==> src/rtl/aes_pkg.sv <==
// rtl/aes_pkg.sv - shared constants and FSM state type for the AES block loader
package aes_pkg;

  localparam int key_words_lp = 8;
  localparam int blk_words_lp = 4;

  typedef enum logic {
    eFILL,
    eFULL
  } loader_state_e;

endpackage

==> src/rtl/aes_word_shift_reg.sv <==
// rtl/aes_word_shift_reg.sv - word-wide shift register with enable; newest word enters the low end
module aes_word_shift_reg #(
  parameter int words_p = 4,
  parameter int width_p = 32
) (
  input  logic                       clk_i,
  input  logic                       reset_i,
  input  logic                       en_i,
  input  logic [width_p-1:0]         data_i,
  output logic [words_p*width_p-1:0] data_o
);

  logic [words_p*width_p-1:0] data_q, data_d;

  always_comb begin
    data_d = data_q;
    if (en_i) data_d = {data_q[words_p*width_p-width_p-1:0], data_i};
  end

  always_ff @(posedge clk_i or negedge reset_i) begin
    if (!reset_i) data_q <= '0;
    else          data_q <= data_d;
  end

  assign data_o = data_q;

endmodule

==> src/rtl/aes_block_loader.sv <==
// rtl/aes_block_loader.sv - assembles a 256-bit key and 128-bit block from a word stream
// and holds them stable for the combinational decryption core until yumi.
module aes_block_loader
  import aes_pkg::*;
#(
  parameter int word_width_p = 32
) (
  input  logic                                 clk_i,
  input  logic                                 reset_i,
  input  logic [word_width_p-1:0]              data_i,
  input  logic                                 key_sel_i,
  input  logic                                 v_i,
  output logic                                 ready_o,
  output logic [key_words_lp*word_width_p-1:0] key_o,
  output logic [blk_words_lp*word_width_p-1:0] ciphertext_o,
  output logic                                 key_loaded_o,
  output logic                                 v_o,
  input  logic                                 yumi_i
);

  loader_state_e state_q, state_d;
  logic [2:0]    key_cnt_q, key_cnt_d;
  logic [1:0]    blk_cnt_q, blk_cnt_d;
  logic          key_loaded_q, key_loaded_d;
  logic          key_acc, blk_acc;

  // In eFULL only key words may enter, and only while no complete key is held,
  // so a block that beats its key cannot deadlock the stream.
  assign ready_o = reset_i & ((state_q == eFILL)
                            | ((state_q == eFULL) & ~key_loaded_q & key_sel_i));
  assign key_acc = v_i & ready_o & key_sel_i;
  assign blk_acc = v_i & ready_o & ~key_sel_i;
  assign v_o          = (state_q == eFULL) & key_loaded_q;
  assign key_loaded_o = key_loaded_q;

  always_comb begin
    state_d      = state_q;
    key_cnt_d    = key_cnt_q;
    blk_cnt_d    = blk_cnt_q;
    key_loaded_d = key_loaded_q;
    if (key_acc) begin
      key_cnt_d = key_cnt_q + 3'd1;
      if (key_cnt_q == 3'd0) key_loaded_d = 1'b0;
      if (key_cnt_q == 3'(key_words_lp - 1)) key_loaded_d = 1'b1;
    end
    case (state_q)
      eFILL: begin
        if (blk_acc) begin
          blk_cnt_d = blk_cnt_q + 2'd1;
          if (blk_cnt_q == 2'(blk_words_lp - 1)) state_d = eFULL;
        end
      end
      eFULL: begin
        if (yumi_i & v_o) state_d = eFILL;
      end
      default: state_d = eFILL;
    endcase
  end

  always_ff @(posedge clk_i or negedge reset_i) begin
    if (!reset_i) begin
      state_q      <= eFILL;
      key_cnt_q    <= '0;
      blk_cnt_q    <= '0;
      key_loaded_q <= 1'b0;
    end else begin
      state_q      <= state_d;
      key_cnt_q    <= key_cnt_d;
      blk_cnt_q    <= blk_cnt_d;
      key_loaded_q <= key_loaded_d;
    end
  end

  aes_word_shift_reg #(.words_p(key_words_lp), .width_p(word_width_p)) u_key_sr (
    .clk_i   (clk_i),
    .reset_i (reset_i),
    .en_i    (key_acc),
    .data_i  (data_i),
    .data_o  (key_o)
  );

  aes_word_shift_reg #(.words_p(blk_words_lp), .width_p(word_width_p)) u_blk_sr (
    .clk_i   (clk_i),
    .reset_i (reset_i),
    .en_i    (blk_acc),
    .data_i  (data_i),
    .data_o  (ciphertext_o)
  );

  // A yumi with nothing offered is dropped by the FSM; flag it.
  yumi_legal_a: assert property (@(posedge clk_i) disable iff (!reset_i) yumi_i |-> v_o);

endmodule

==> config.mk <==
export PLATFORM = sky130hd
export DESIGN_NAME = aes_block_loader
export DESIGN_NICKNAME = d
export VERILOG_FILES = /design/src/rtl/aes_pkg.sv /design/src/rtl/aes_word_shift_reg.sv /design/src/rtl/aes_block_loader.sv
export SDC_FILE = /design/constraint.sdc
export NUM_CORES = 1
export LEC_CHECK = 0
export BUFFER_PORTS_ARGS = -buffer_cell sky130_fd_sc_hd__buf_2
export CORE_MARGIN = 4
export CORE_UTILIZATION = 52
export DETAILED_ROUTE_END_ITERATION = 8
export GPL_TIMING_DRIVEN = 0
export PLACE_DENSITY_LB_ADDON = 0.08
export SETUP_SLACK_MARGIN = 0.02
export SLEW_MARGIN = 15
export SYNTH_ARGS = -nofsm -noshare
export SYNTH_HDL_FRONTEND = slang
export SYNTH_SLANG_ARGS = --single-unit
==> constraint.sdc <==
create_clock -name clk_i -period 1.9 [get_ports clk_i]
set_input_delay 0.095 -clock clk_i [delete_from_list [all_inputs] [get_ports clk_i]]
set_output_delay 0.095 -clock clk_i [all_outputs]
set_load 0.05 [all_outputs]
==> metrics.csv <==
metric,value,unit
status,finished clean,
root_buffer,clkbuf_16,
synth_area,0.0154,mm2
post-route-min-period,1840,ps
antenna_found_initial,2,
critPathKind,flop to flop,
startpoint,state_q$_DFF_PN0_,
wl,38400,um
die_area,0.0325,mm2
yosysSeqAreaShare,0.635,
hpwl,27900,um
yosys.area_share.simple,0.00292,
r2r_cells,6,
critical_path.max_stage_delay,400,ps
routedWlPerCell,21.6,um
crit_path_end,u_key_sr.data_o[190]$_DFFE_PN0P_,
grt_max_degree,110,
rsz0062_at_grt,true,
final.period_utilization,0.966,
first_iter_violations,314,
routed_via_density,4.99,
crit_chain,and2_4 > or3b_1 > buf_6 > buf_12 > buf_8 > mux2_4,
cp-start-kind,flop,
nNetsFinal,1406,
fin_util,0.704,
final-hold-violation-count,0,
rows,62,
start_util,0.533,
dr_total_vias,8864,
clock_skew,17.9,ps
nFillCells,2035,
cp_max_fo,10,
first_pass_iters,4,
gp_congestion,0.777,
r2r-start,state_q$_DFF_PN0_,
max_slew_margin,0.624,
synth_compound_area_frac,0.00106,
synthMuxAreaShare,0.333,
synth-seq-cells,391,
core_area,0.0289,mm2
io_buffer_count,423,
finalMaxSlewViolations,0,
crit_cells,6,
syn_inst,840,
clock-sinks,391,
crit_slowest_cell,dfrtp_2,
end_kind,flop,
drive_gt1_frac,0.674,
cts_buffers,41,
synth_xor_area_frac,0.00114,
clk-insertion-delay-late,520,ps
synth_warnings,0,
worst_pin_slew,564,ps
path_buf_inv,3,
grt_pass1_wl,59600,um
antenna_left,0,
fp.dieH,180,um
reg2reg_to,u_key_sr.data_o[190]$_DFFE_PN0P_,
crit_arrival,2220,ps
cts_tree,yes,
drc_errors,0,
yosysUniqueCellTypes,19,
clockBufferDepth,3,
avgSynthCellArea,18.3,um2
synth_top_family_by_area,multiplexers,
maxCapViolCount,0,
hold_class,primary input to async pin,
setup_viol,0,
cts.clk_slew.worst_paths,70,ps
timing.critical_path.max_delay_family,simple AND/OR/NAND/NOR gates,
grtUsageTotal,0.234,
io_pins,424,
fmax,0.545,GHz
grt_overflow_total,0,
grt_pass1_vias,9584,
r2r_setup_slack,60,ps
synthAdderAreaFrac,0.00325,
synth_nets,881,
htree_levels,2,
cp.required,2290,ps
die_w,180,um
syn_to_final_growth,32.1,%
-- sequential cells by signal, indices dropped and copies added, names as in the netlist --
name / cells
blk_cnt_q: 2
key_cnt_q: 3
key_loaded_o: 1
state_q: 1
u_blk_sr.data_o: 128
u_key_sr.data_o: 256
-- worst min-delay path: stages --
cell       delay [ps]
buf_16            110
buf_16            110
buf_16            100
buf_16            120
bufbuf_16         390
-- cell usage after synthesis --
master    count  share of area
and2_4        1        0.00057
nor4b_1       1        0.00057
nand2_1       2        0.00049
a21boi_0      1        0.00049
mux2_4      201           0.20
clkbuf_1      5         0.0012
mux2i_1       1        0.00065
buf_2        14         0.0045
a22o_1        1        0.00057
nand2b_1      1        0.00041
or3b_1        1        0.00057
inv_1         2        0.00049
buf_6        24          0.018
dfrtp_1     391           0.63
ha_1          4         0.0032
mux2_2      187           0.14
xor2_1        1        0.00057
nor3_1        1        0.00032
xnor2_1       1        0.00057
-- timing repair --
item / in CTS / in global routing
cloned: 5 / 0
endpoints found under the setup margin: 392 / 232
endpoints found under the hold margin: 383 / 0
hold buffers: 48 / 0
setup buffers: 2 / 1
gates resized for setup: 18 / 7
-- worst min path at each step --
stage | startpoint | end | slack (ps) | depth (start not counted)
2_1_floorplan | reset_i | blk_cnt_q[0]$_DFFE_PN0P_ | -200 | 0
3_3_place_gp | data_i[19] | u_key_sr.data_o[19]$_DFFE_PN0P_ | 340 | 2
3_5_place_dp | reset_i | u_key_sr.data_o[235]$_DFFE_PN0P_ | 160 | 1
4_1_cts | reset_i | u_key_sr.data_o[50]$_DFFE_PN0P_ | 20 | 5
5_1_grt | reset_i | key_cnt_q[2]$_DFFE_PN0P_ | 40 | 5
6_report | reset_i | blk_cnt_q[1]$_DFFE_PN0P_ | 30 | 5
-- per-layer routing --
| layer | wire length [um] | vias to the layer above | track usage |
|---|---|---|---|
| li1 | - | 4042 | - |
| met2 | 18700 | 288 | 0.393 |
| met4 | 1130 | 0 | 0.0665 |
| met1 | 15900 | 4472 | 0.302 |
| met3 | 2610 | 62 | 0.0656 |
| met5 | 0 | - | 0 |
-- kinds of logic after synthesis --
| logic type | count (synthesis) |
|---|---|
| adders and majority gates | 4 |
| and+or+nand+nor | 7 |
| AOI/OAI and AO/OA | 2 |
| muxes | 389 |
| xor gates and xnor gates | 2 |
| buffers and inverters | 45 |
| DFF | 391 |
-- area by class of cell --
cell class | instances | area [um2] | share of cell area
clock inverters | 13 | 170 | 0.00835
inverters | 2 | 7.51 | 0.000369
plain buffers | 43 | 499 | 0.0245
clock buffers | 56 | 1140 | 0.0561
diodes | 1 | 2.50 | 0.000123
well taps | 384 | 480 | 0.0236
repair buffers | 482 | 3010 | 0.148
flip-flops and latches | 391 | 9790 | 0.480
multi-input cells | 404 | 5270 | 0.259
-- metrics by stage --
stage | instance area (um2) | std cells | hold slack, ps | TNS, ps | setup WS [ps]
after global routing | 20400 | 1776 | 44.7 | -3.51 | -3.51
after global placement | 18100 | 1647 | 340 | -5463630 | -7600
after floorplan | 15500 | 840 | -201 | -13660 | -67.6
after CTS | 20300 | 1774 | 23.9 | 0 | 32.9
after detailed placement | 18200 | 1650 | 158 | -544790 | -1780
final | 20400 | 1776 | 30.2 | 0 | 63.9
-- cell usage in the layout (no fill, tap or decap), types with 2 or more instances in the layout --
master         synthesis  final
clkinvlp_4             0      2
buf_2                 14    426
dfrtp_1              391    389
clkbuf_8               0      6
bufinv_16              0      4
dlygate4sd3_1          0     40
clkbuf_16              0     41
buf_12                 0      7
dfrtp_2                0      2
buf_6                 24      3
nand2_1                2      2
inv_1                  2      2
ha_1                   4      4
buf_4                  0     13
buf_16                 0      9
clkbuf_1               5      9
mux2_2               187    187
bufbuf_16              0      5
clkbuf_2               0      4
clkinv_2               0      7
mux2_4               201    201
buf_8                  0     18
Power is left out: the tool's default activity adds up to more than one toggle a clock period on the data nets, which glitch-free logic cannot reach.
